<file path="config.mk">
export PLATFORM = sky130hd
export DESIGN_NAME = control_unit_flat
export DESIGN_NICKNAME = d
export VERILOG_FILES = /design/src/rtl/cu_pkg.sv /design/src/rtl/control_unit_if.sv /design/src/rtl/control_unit_instr_decoder.sv /design/src/rtl/control_unit.sv /design/src/flat_wrapper.sv
export SDC_FILE = /design/constraint.sdc
export NUM_CORES = 1
export LEC_CHECK = 0
export BUFFER_PORTS_ARGS = -buffer_cell sky130_fd_sc_hd__buf_2
export CAP_MARGIN = 20
export CORE_MARGIN = 1
export CORE_UTILIZATION = 38
export DETAILED_ROUTE_END_ITERATION = 8
export HOLD_SLACK_MARGIN = 0.06
export PLACE_DENSITY_LB_ADDON = 0.12
export SYNTH_ARGS = -nofsm -noshare
export SYNTH_HDL_FRONTEND = slang
export SYNTH_SLANG_ARGS = --single-unit
</file>
<file path="constraint.sdc">
create_clock -name CLK -period 1.7 [get_ports CLK]
set_input_delay 0.085 -clock CLK [delete_from_list [all_inputs] [get_ports CLK]]
set_output_delay 0.085 -clock CLK [all_outputs]
set_load 0.02 [all_outputs]
</file>
<file path="src/rtl/cu_pkg.sv">
// Shared definitions for the accumulator-processor control unit: FSM states,
// instruction classes, opcodes, bus-B source codes and strobe bit indices.
package cu_pkg;

    typedef enum logic [2:0] {
        ST_IDLE,
        ST_FETCH,
        ST_DECODE,
        ST_MEM_WAIT,
        ST_EXEC,
        ST_OPERAND,
        ST_HALT
    } state_t;

    typedef enum logic [3:0] {
        CL_NOP,
        CL_MOV,
        CL_MOV_MEM,
        CL_ALU,
        CL_INC,
        CL_STAC,
        CL_JMP,
        CL_JMPZ,
        CL_HALT
    } iclass_t;

    localparam logic [7:0] OP_NOP   = 8'h00;
    localparam logic [7:0] OP_STAC  = 8'h02;
    localparam logic [7:0] OP_INCAR = 8'h30;
    localparam logic [7:0] OP_INCR1 = 8'h31;
    localparam logic [7:0] OP_INCR2 = 8'h32;
    localparam logic [7:0] OP_JMP   = 8'h40;
    localparam logic [7:0] OP_JMPZ  = 8'h41;
    localparam logic [7:0] OP_HALT  = 8'hFF;

    // Bus-B source codes, shared with the bus-B multiplexer
    localparam logic [3:0] SRC_DRAM  = 4'd0;
    localparam logic [3:0] SRC_PC    = 4'd1;
    localparam logic [3:0] SRC_R1    = 4'd2;
    localparam logic [3:0] SRC_R2    = 4'd3;
    localparam logic [3:0] SRC_TR    = 4'd4;
    localparam logic [3:0] SRC_R     = 4'd5;
    localparam logic [3:0] SRC_AC    = 4'd6;
    localparam logic [3:0] SRC_INSTR = 4'd7;
    localparam logic [3:0] SRC_AR    = 4'd8;

    localparam int unsigned LD_AC = 0;
    localparam int unsigned LD_R1 = 1;
    localparam int unsigned LD_R2 = 2;
    localparam int unsigned LD_TR = 3;
    localparam int unsigned LD_R  = 4;
    localparam int unsigned LD_AR = 5;
    localparam int unsigned LD_PC = 6;

    localparam int unsigned INC_PC = 0;
    localparam int unsigned INC_AR = 1;
    localparam int unsigned INC_R1 = 2;
    localparam int unsigned INC_R2 = 3;

endpackage

</file>
<file path="src/rtl/control_unit_if.sv">
// Control-unit bundle: instruction/flag inputs and datapath command outputs.
interface control_unit_if;
    logic       START;
    logic [7:0] INSTRUCTIONS;
    logic       Z_FLAG;
    logic [3:0] BUS_SELECT;
    logic [6:0] LOAD;
    logic [3:0] INC;
    logic [2:0] ALU_OP;
    logic       ALU_EN;
    logic       DRAM_WE;
    logic       DONE;

    modport master (
        input  START, INSTRUCTIONS, Z_FLAG,
        output BUS_SELECT, LOAD, INC, ALU_OP, ALU_EN, DRAM_WE, DONE
    );

    modport slave (
        output START, INSTRUCTIONS, Z_FLAG,
        input  BUS_SELECT, LOAD, INC, ALU_OP, ALU_EN, DRAM_WE, DONE
    );
endinterface

</file>
<file path="src/rtl/control_unit_instr_decoder.sv">
// Combinational instruction decoder: classifies IR and extracts the bus source,
// load destination, ALU function and increment-strobe index.
module instr_decoder
    import cu_pkg::*;
(
    input  logic [7:0] ir,
    output iclass_t    iclass,
    output logic [3:0] src,
    output logic [2:0] dest,
    output logic [2:0] alu_op,
    output logic [1:0] inc_sel
);

    always_comb begin
        iclass  = CL_NOP;
        src     = ir[3:0];
        dest    = ir[6:4];
        alu_op  = ir[2:0];
        inc_sel = ir[1:0] + 2'd1;

        if (ir == OP_HALT) begin
            iclass = CL_HALT;
        end else if (ir[7]) begin
            // Sources above AR and destination 7 have no register behind them
            if (ir[3:0] > SRC_AR || ir[6:4] == 3'd7)
                iclass = CL_NOP;
            else if (ir[3:0] == SRC_DRAM)
                iclass = CL_MOV_MEM;
            else
                iclass = CL_MOV;
        end else if (ir[7:4] == 4'h2) begin
            iclass = CL_ALU;
            src    = ir[3] ? SRC_R2 : SRC_R1;
        end else if (ir inside {OP_INCAR, OP_INCR1, OP_INCR2}) begin
            iclass = CL_INC;
        end else if (ir == OP_STAC) begin
            iclass = CL_STAC;
            src    = SRC_AC;
        end else if (ir == OP_JMP) begin
            iclass = CL_JMP;
        end else if (ir == OP_JMPZ) begin
            iclass = CL_JMPZ;
        end
    end

endmodule

</file>
<file path="src/rtl/control_unit.sv">
// Microsequenced control unit: fetch/decode/execute FSM driving bus-B select,
// register load/increment strobes, ALU control and DRAM write.
module control_unit
    import cu_pkg::*;
(
    input  logic           CLK,
    input  logic           RESET,
    control_unit_if.master bus
);

    state_t     state, state_nxt;
    logic [7:0] ir;

    iclass_t    iclass;
    logic [3:0] src;
    logic [2:0] dest;
    logic [2:0] alu_op;
    logic [1:0] inc_sel;

    logic [3:0] bus_select_c;
    logic [6:0] load_c;
    logic [3:0] inc_c;
    logic [2:0] alu_op_c;
    logic       alu_en_c;
    logic       dram_we_c;
    logic       done_c;

    instr_decoder u_dec (
        .ir      (ir),
        .iclass  (iclass),
        .src     (src),
        .dest    (dest),
        .alu_op  (alu_op),
        .inc_sel (inc_sel)
    );

    always_ff @(posedge CLK) begin
        if (RESET) begin
            state <= ST_IDLE;
            ir    <= '0;
        end else begin
            state <= state_nxt;
            if (state == ST_FETCH)
                ir <= bus.INSTRUCTIONS;
        end
    end

    always_comb begin
        state_nxt = state;
        case (state)
            ST_IDLE:     if (bus.START) state_nxt = ST_FETCH;
            ST_FETCH:    state_nxt = ST_DECODE;
            ST_DECODE: begin
                case (iclass)
                    CL_HALT:         state_nxt = ST_HALT;
                    CL_MOV_MEM:      state_nxt = ST_MEM_WAIT;
                    CL_JMP, CL_JMPZ: state_nxt = ST_OPERAND;
                    CL_NOP:          state_nxt = ST_FETCH;
                    default:         state_nxt = ST_EXEC;
                endcase
            end
            ST_MEM_WAIT: state_nxt = ST_EXEC;
            ST_EXEC:     state_nxt = ST_FETCH;
            ST_OPERAND:  state_nxt = ST_FETCH;
            ST_HALT:     state_nxt = ST_HALT;
            default:     state_nxt = ST_IDLE;
        endcase
    end

    // Reset gates every strobe combinationally so nothing fires mid-instruction
    always_comb begin
        bus_select_c = '0;
        load_c       = '0;
        inc_c        = '0;
        alu_op_c     = '0;
        alu_en_c     = 1'b0;
        dram_we_c    = 1'b0;
        done_c       = 1'b0;

        if (!RESET) begin
            case (state)
                ST_FETCH: begin
                    bus_select_c  = SRC_INSTR;
                    inc_c[INC_PC] = 1'b1;
                end
                ST_EXEC: begin
                    case (iclass)
                        CL_MOV, CL_MOV_MEM: begin
                            bus_select_c = src;
                            load_c       = 7'd1 << dest;
                        end
                        CL_ALU: begin
                            bus_select_c = src;
                            alu_op_c     = alu_op;
                            alu_en_c     = 1'b1;
                        end
                        CL_INC:  inc_c = 4'd1 << inc_sel;
                        CL_STAC: begin
                            bus_select_c = src;
                            dram_we_c    = 1'b1;
                        end
                        default: ;
                    endcase
                end
                ST_OPERAND: begin
                    if (iclass == CL_JMP || bus.Z_FLAG) begin
                        bus_select_c  = SRC_INSTR;
                        load_c[LD_PC] = 1'b1;
                    end else begin
                        inc_c[INC_PC] = 1'b1;
                    end
                end
                ST_HALT: done_c = 1'b1;
                default: ;
            endcase
        end
    end

    assign bus.BUS_SELECT = bus_select_c;
    assign bus.LOAD       = load_c;
    assign bus.INC        = inc_c;
    assign bus.ALU_OP     = alu_op_c;
    assign bus.ALU_EN     = alu_en_c;
    assign bus.DRAM_WE    = dram_we_c;
    assign bus.DONE       = done_c;

endmodule
</file>
<file path="src/flat_wrapper.sv">
// flat-port wrapper written by rule: the top's interface ports become plain ports
module control_unit_flat import cu_pkg::*;
  (CLK, RESET, bus_START, bus_INSTRUCTIONS, bus_Z_FLAG, bus_BUS_SELECT, bus_LOAD, bus_INC, bus_ALU_OP, bus_ALU_EN, bus_DRAM_WE, bus_DONE);
  control_unit_if bus_i ();
  input  logic CLK;
  input  logic RESET;
  input wire logic [$bits(bus_i.START)-1:0] bus_START;
  input wire logic [$bits(bus_i.INSTRUCTIONS)-1:0] bus_INSTRUCTIONS;
  input wire logic [$bits(bus_i.Z_FLAG)-1:0] bus_Z_FLAG;
  output wire logic [$bits(bus_i.BUS_SELECT)-1:0] bus_BUS_SELECT;
  output wire logic [$bits(bus_i.LOAD)-1:0] bus_LOAD;
  output wire logic [$bits(bus_i.INC)-1:0] bus_INC;
  output wire logic [$bits(bus_i.ALU_OP)-1:0] bus_ALU_OP;
  output wire logic [$bits(bus_i.ALU_EN)-1:0] bus_ALU_EN;
  output wire logic [$bits(bus_i.DRAM_WE)-1:0] bus_DRAM_WE;
  output wire logic [$bits(bus_i.DONE)-1:0] bus_DONE;
  assign bus_i.START = bus_START;
  assign bus_i.INSTRUCTIONS = bus_INSTRUCTIONS;
  assign bus_i.Z_FLAG = bus_Z_FLAG;
  assign bus_BUS_SELECT = bus_i.BUS_SELECT;
  assign bus_LOAD = bus_i.LOAD;
  assign bus_INC = bus_i.INC;
  assign bus_ALU_OP = bus_i.ALU_OP;
  assign bus_ALU_EN = bus_i.ALU_EN;
  assign bus_DRAM_WE = bus_i.DRAM_WE;
  assign bus_DONE = bus_i.DONE;
  control_unit u_core (.CLK(CLK), .RESET(RESET), .bus(bus_i));
endmodule
</file>
[Word-level counts from Yosys, hierarchy flattened]
Index checks and enable logic that the tools add are counted.
Word-level totals
  logic and storage cells: 83
  register bits: 11
  output and inout bits: 21
Cells by class
  eq/ne operators: 24
  $add $sub $neg: 1
  muxes and demuxes: 43
  reductions and logical operators: 10
  order comparisons: 1
  shift-type cells: 2
Operator list (count)
  $mux W4: 11
  $mux W3: 11
  $eq A8 B6 Y1 const B: 3
  $pmux W3 S6: 1
  $eq A4 B3 Y1 const B: 4
  $eq A8 B7 Y1 const B: 2
  $mux W7: 2
  $eq A3 B3 Y1 const B: 4
  $eq A4 B2 Y1 const B: 3
  $pmux W3 S4: 1
  $pmux W4 S3: 1
  $mux W1: 11
  $eq A8 B2 Y1 const B: 1
  $eq A8 B8 Y1 const B: 1
  $logic_not A4 Y1: 2
  $shl A1 B3 Y7 const A: 1
  $eq A3 B2 Y1 const B: 2
  $mux W6: 1
  $reduce_or A2 Y1: 3
  $eq A4 B1 Y1 const B: 1
  $eq A4 B4 Y1 const B: 1
  $gt A4 B4 Y1 const B: 1
  $mux W2: 2
  $reduce_or A4 Y1: 1
  9 further kinds: 10

[Depth between registers and ports, before layout]
  depth in word-level cells: 13
  depth in mapped cells: 6

[By module]
From an unflattened synthesis, not the netlist that was laid out.
Unflattened totals
  cells, all modules: 142
  area total of the unflattened synthesis: 1066.0 µm²
Modules (own cells, without submodules)
  control_unit: seq. area each 220.2 µm², cells each 93, area an instance 750.7 µm², times used 1
  instr_decoder: seq. area each 0.0 µm², cells each 49, area an instance 315.3 µm², times used 1

[Least setup slack after synthesis]
Ideal clock, no wire load.
  kind: register -> output
  start point: reg u_core.state[2]
  end point: out bus_INC[2]
  cell stages (with the launch flop): 6
  arrival time: 1.999 ns
  required time: 1.615 ns
  slack: -0.384 ns
  buffers on the path: 1
  cell sequence: dfxtp_1 > buf_2 > inv_2 > or4_4 > or3_1 > nor3b_1
On the way
  cells in the longest elaborated chain, start to end: 3
Ends and longest elaborated chain
  start, declared: RTL line control_unit.sv:11  | state_t state, state_nxt;
  start signal, assigned: RTL line control_unit.sv:42  | state <= state_nxt;
  $eq A3 B3 Y1: RTL line control_unit.sv:81  | case (state)
  $mux W3: RTL line control_unit.sv:81
  $mux W4: RTL line control_unit.sv:80  | if (!RESET) begin
  end, declared: RTL line flat_wrapper.sv:12  | output wire logic [$bits(bus_i.INC)-1:0] bus_INC;
Every way passes these cells.

[Worst setup path in the final report]
  start point: reg u_core.ir[2]
  end point: out bus_INC[2]
On the way
  cells in the longest elaborated chain, start to end: 12
  elaborated cells on any way between the ends: 24
  those cells by class: 1 x order compare; 8 x eq/ne; 12 x mux; 3 x reduce/logical
Ends and longest elaborated chain
  start, declared: RTL line control_unit.sv:12  | logic [7:0] ir;
  start signal, assigned: RTL line control_unit.sv:44  | ir <= bus.INSTRUCTIONS;
  $eq A8 B7 Y1: RTL line control_unit_instr_decoder.sv:41  | end else if (ir == OP_JMPZ) begin
  $mux W3: RTL line control_unit_instr_decoder.sv:41
  $mux W3: RTL line control_unit_instr_decoder.sv:39  | end else if (ir == OP_JMP) begin
  $mux W3: RTL line control_unit_instr_decoder.sv:36  | end else if (ir == OP_STAC) begin
  $mux W3: RTL line control_unit_instr_decoder.sv:34  | end else if (ir inside {OP_INCAR, OP_INCR1, OP_INCR2}) begin
  $mux W3: RTL line control_unit_instr_decoder.sv:31  | end else if (ir[7:4] == 4'h2) begin
  $mux W4: RTL line control_unit_instr_decoder.sv:23  | end else if (ir[7]) begin
  $mux W4 *: RTL line control_unit_instr_decoder.sv:21  | if (ir == OP_HALT) begin
  $eq A4 B3 Y1 *: RTL line control_unit.sv:87  | case (iclass)
  $mux W4 *: RTL line control_unit.sv:87
  $mux W3 *: RTL line control_unit.sv:81
  $mux W4 *: RTL line control_unit.sv:80
Every way passes the cells marked *; elsewhere a longest branch is shown, timed or not.

==> results.tsv <==
stage	metric	value	unit
final_layout	num-fill-cells	157	
placed_design	gp_congestion	0.784	
logic_synthesis	synth_edf_count	0	
final_layout	layout.cells.non_filler	196	
final_layout	area_growth	81.0	%
power_and_ir_drop	vdd.ir_drop.worst	455	uV
sta	period_needed	2020	ps
logic_synthesis	synthFlopType	dfxtp_1	
logic_synthesis	yosys.area.top_type_share	26.0	%
logic_synthesis	synth_area_leaders	dfxtp_1 (26%), mux2i_1 (9.4%), nor2_1 (8.4%)	
global_routing	grt_max_degree	15	
final_layout	mostFrequentLayoutCells	buf_4 (34), nor2_1 (17), buf_6 (13), buf_2 (12), dfxtp_2 (9)	
sta	finClkSkew	2.17	ps
route	drtIter0Drc	9	
logic_synthesis	synthCells	109	
sta	setup_slack	-316	ps
sta	grt_setup_unrepaired	true	
route	route.detailed.drc	0	
cts	cts_max_path_buffers	2	
logic_synthesis	syn-num-nets	121	
route	firstDrtPassIters	3	
global_routing	grt_pass1_vias	985	
worst_setup_path	cp.arrival	1930	ps
sta	worstMarginPinSlew	353	ps
sta	relSlewSlack	76.3	%
final_layout	diodes	0	
cts	clk_latency	270	ps
route	drt-vias-per-instance	5.26	
final_layout	num-nets-final	182	
floorplan	initial_core_util	42.0	%
sta	fmaxAchievable	496	MHz
placed_design	dpl.cell_count	183	
worst_setup_path	end_kind	primary output	
global_routing	grt.total_usage	24.3	%
final_layout	fin_area	1540	sq um
power_and_ir_drop	powerDensity	498	nW/um^2
worst_setup_path	crit_chain	or4_4 > or3_4 > nor3b_4 > buf_6	
cts	cts_max_level	1	
sta	final_hold_viol_count	0	
global_routing	gr-total-overflow	0	
worst_setup_path	startpoint_type	flip-flop	
power_and_ir_drop	p_leak	0.681	nW
worst_setup_path	crit_path_top_delay_cell	or4_4	
sta	finalSetupViolCount	22	
placed_design	place_area	1240	sq um
min_path	worstHoldPathType	input pin to flip-flop	
floorplan	die_w	49.3	um
final_layout	final_common_cell	buf_4	
route	wirelength	2650	um
route	vias	1031	
final_layout	drive_gt1_share	59.8	%
cts	root_buffer	clkbuf_4	
placed_design	portBuffers	32	
logic_synthesis	synth_cell_types	38	
logic_synthesis	avgSynthCellArea	7.78	sq um
floorplan	die_h	49.3	um
cts	cts_buffers	3	
logic_synthesis	netlist_area	848	sq um
cts	clk_pin_slew	70	ps
worst_setup_path	path_max_fanout	4	
floorplan	dieArea	2430	sq um
route	drtAntennaViolNets	0	
worst_setup_path	reg2regPathDepth	5	
placed_design	place_ws	-103	ps
min_path	hold_depth	3	
cts	cts_sinks	11	
worst_setup_path	cp_data_required_time	1620	ps
logic_synthesis	synthArstFlopShare	0	%
global_routing	grt_pass1_wl	4500	um
cts	cts_tree	built	
outcome	violations	negative setup slack	
floorplan	core-area	2020	sq um
route	wl_per_cell	13.5	um
global_routing	antenna_found_initial	0	
sta	period_share	119	%
outcome	run_status	complete, but fails checks	
logic_synthesis	yosys_warnings	0	
floorplan	placementRows	16	
worst_setup_path	critical_path_class	flip-flop to primary output	
logic_synthesis	ys_seq_elements	11	
logic_synthesis	ys_seq_area_share	26.0	%
flow_run	max_cap_violations	0	
worst_setup_path	cp.depth	4	
worst_setup_path	cp.buffers_inverters	1	
sta	maxSlewViolCount	0	
logic_synthesis	synth_area_leader_cell	dfxtp_1	
floorplan	num_io_pins	33	
worst_setup_path	max_stage_delay	560	ps
worst_setup_path	crit_family	simple AND/OR/NAND/NOR gates	
placed_design	hpwl	1910	um
kinds of logic after synthesis:
group,synth area share (%)
muxes,9.44
DFF,26.0
and+or+nand+nor,42.5
buffers and inverters,6.34
AOI/OAI and AO/OA,15.8
area by class of cell:
type                            instances  area [sq um]  area share, %
Multi-Input combinational cell         86           714           46.5
Tap cell                               27          33.8           2.20
Clock buffer                            4          26.3           1.71
Sequential cell                        11           231           15.1
Timing Repair Buffer                   64           512           33.3
Inverter                                4          17.5           1.14
metrics by stage:
stage / utilization, % / power [mW] / hold WS (ps) / setup TNS [ps]
after floorplan: - / 0.449 / 154 / -872
after global placement: 61.4 / 0.529 / 318 / -165
after detailed placement: 61.4 / 0.535 / 328 / -469
after CTS: 73.0 / 0.749 / 67.8 / -4390
after global routing: 75.9 / 0.809 / 88.3 / -6120
final: 75.9 / 0.765 / 62.2 / -4630
synthesized netlist by cell type (2+ instances only):
cell type	count
nor2_1	19
dfxtp_1	11
mux2i_1	8
nor3_1	8
a21oi_1	6
clkbuf_1	5
and2_1	4
nand2_1	4
nand2b_1	4
nand3_1	4
or3_1	4
inv_1	3
a2111oi_2	2
nor4_1	2
or4_1	2
timing repair:
| item | 4_1_cts | 5_1_grt |
|---|---|---|
| hold buffers | 5 | 0 |
| setup endpoints to repair | 22 | 23 |
| pin swaps | 17 | 8 |
| buffers inserted | 4 | 0 |
| gates resized for setup | 40 | 19 |
| hold endpoints to repair | 5 | 0 |
worst paths after layout:
check / from / to / slack (ps)
max: u_core.ir[2]$_SDFFE_PP0N_ / bus_INC[2] / -320
min: bus_INSTRUCTIONS[3] / u_core.ir[3]$_SDFFE_PP0N_ / 60
max reg2reg: u_core.ir[1]$_SDFFE_PP0N_ / u_core.state[2]$_SDFFE_PP0P_ / -90
min reg2reg: u_core.ir[0]$_SDFFE_PP0N_ / u_core.ir[0]$_SDFFE_PP0N_ / 560
state kept, by name (all words and copies together), names as in the netlist:
name          count
u_core.ir         8
u_core.state      3
worst min-delay path, cell delays in order:
cell	delay (ps)
buf_2	80
mux2i_1	60
nor2_1	80
per-layer routing:
metal	global-route usage (%)	wire [um]	vias up	part of all wire [%]
met5	0	0	-	0
met4	8.82	39	0	1.5
met3	2.80	75	5	2.8
met2	44.7	1370	23	52
met1	28.3	1170	488	44
li1	-	-	515	-
where the power goes:
| part | total [mW] | leakage (nW) | switching (mW) | internal [mW] |
|---|---|---|---|---|
| Clock | 0.184 | 0.0150 | 0.0929 | 0.0911 |
| Combinational | 0.286 | 0.572 | 0.140 | 0.145 |
| Sequential | 0.295 | 0.0937 | 0.0176 | 0.278 |
| Total | 0.765 | 0.681 | 0.251 | 0.514 |
Note: power is estimated with default switching activity, not from simulation.
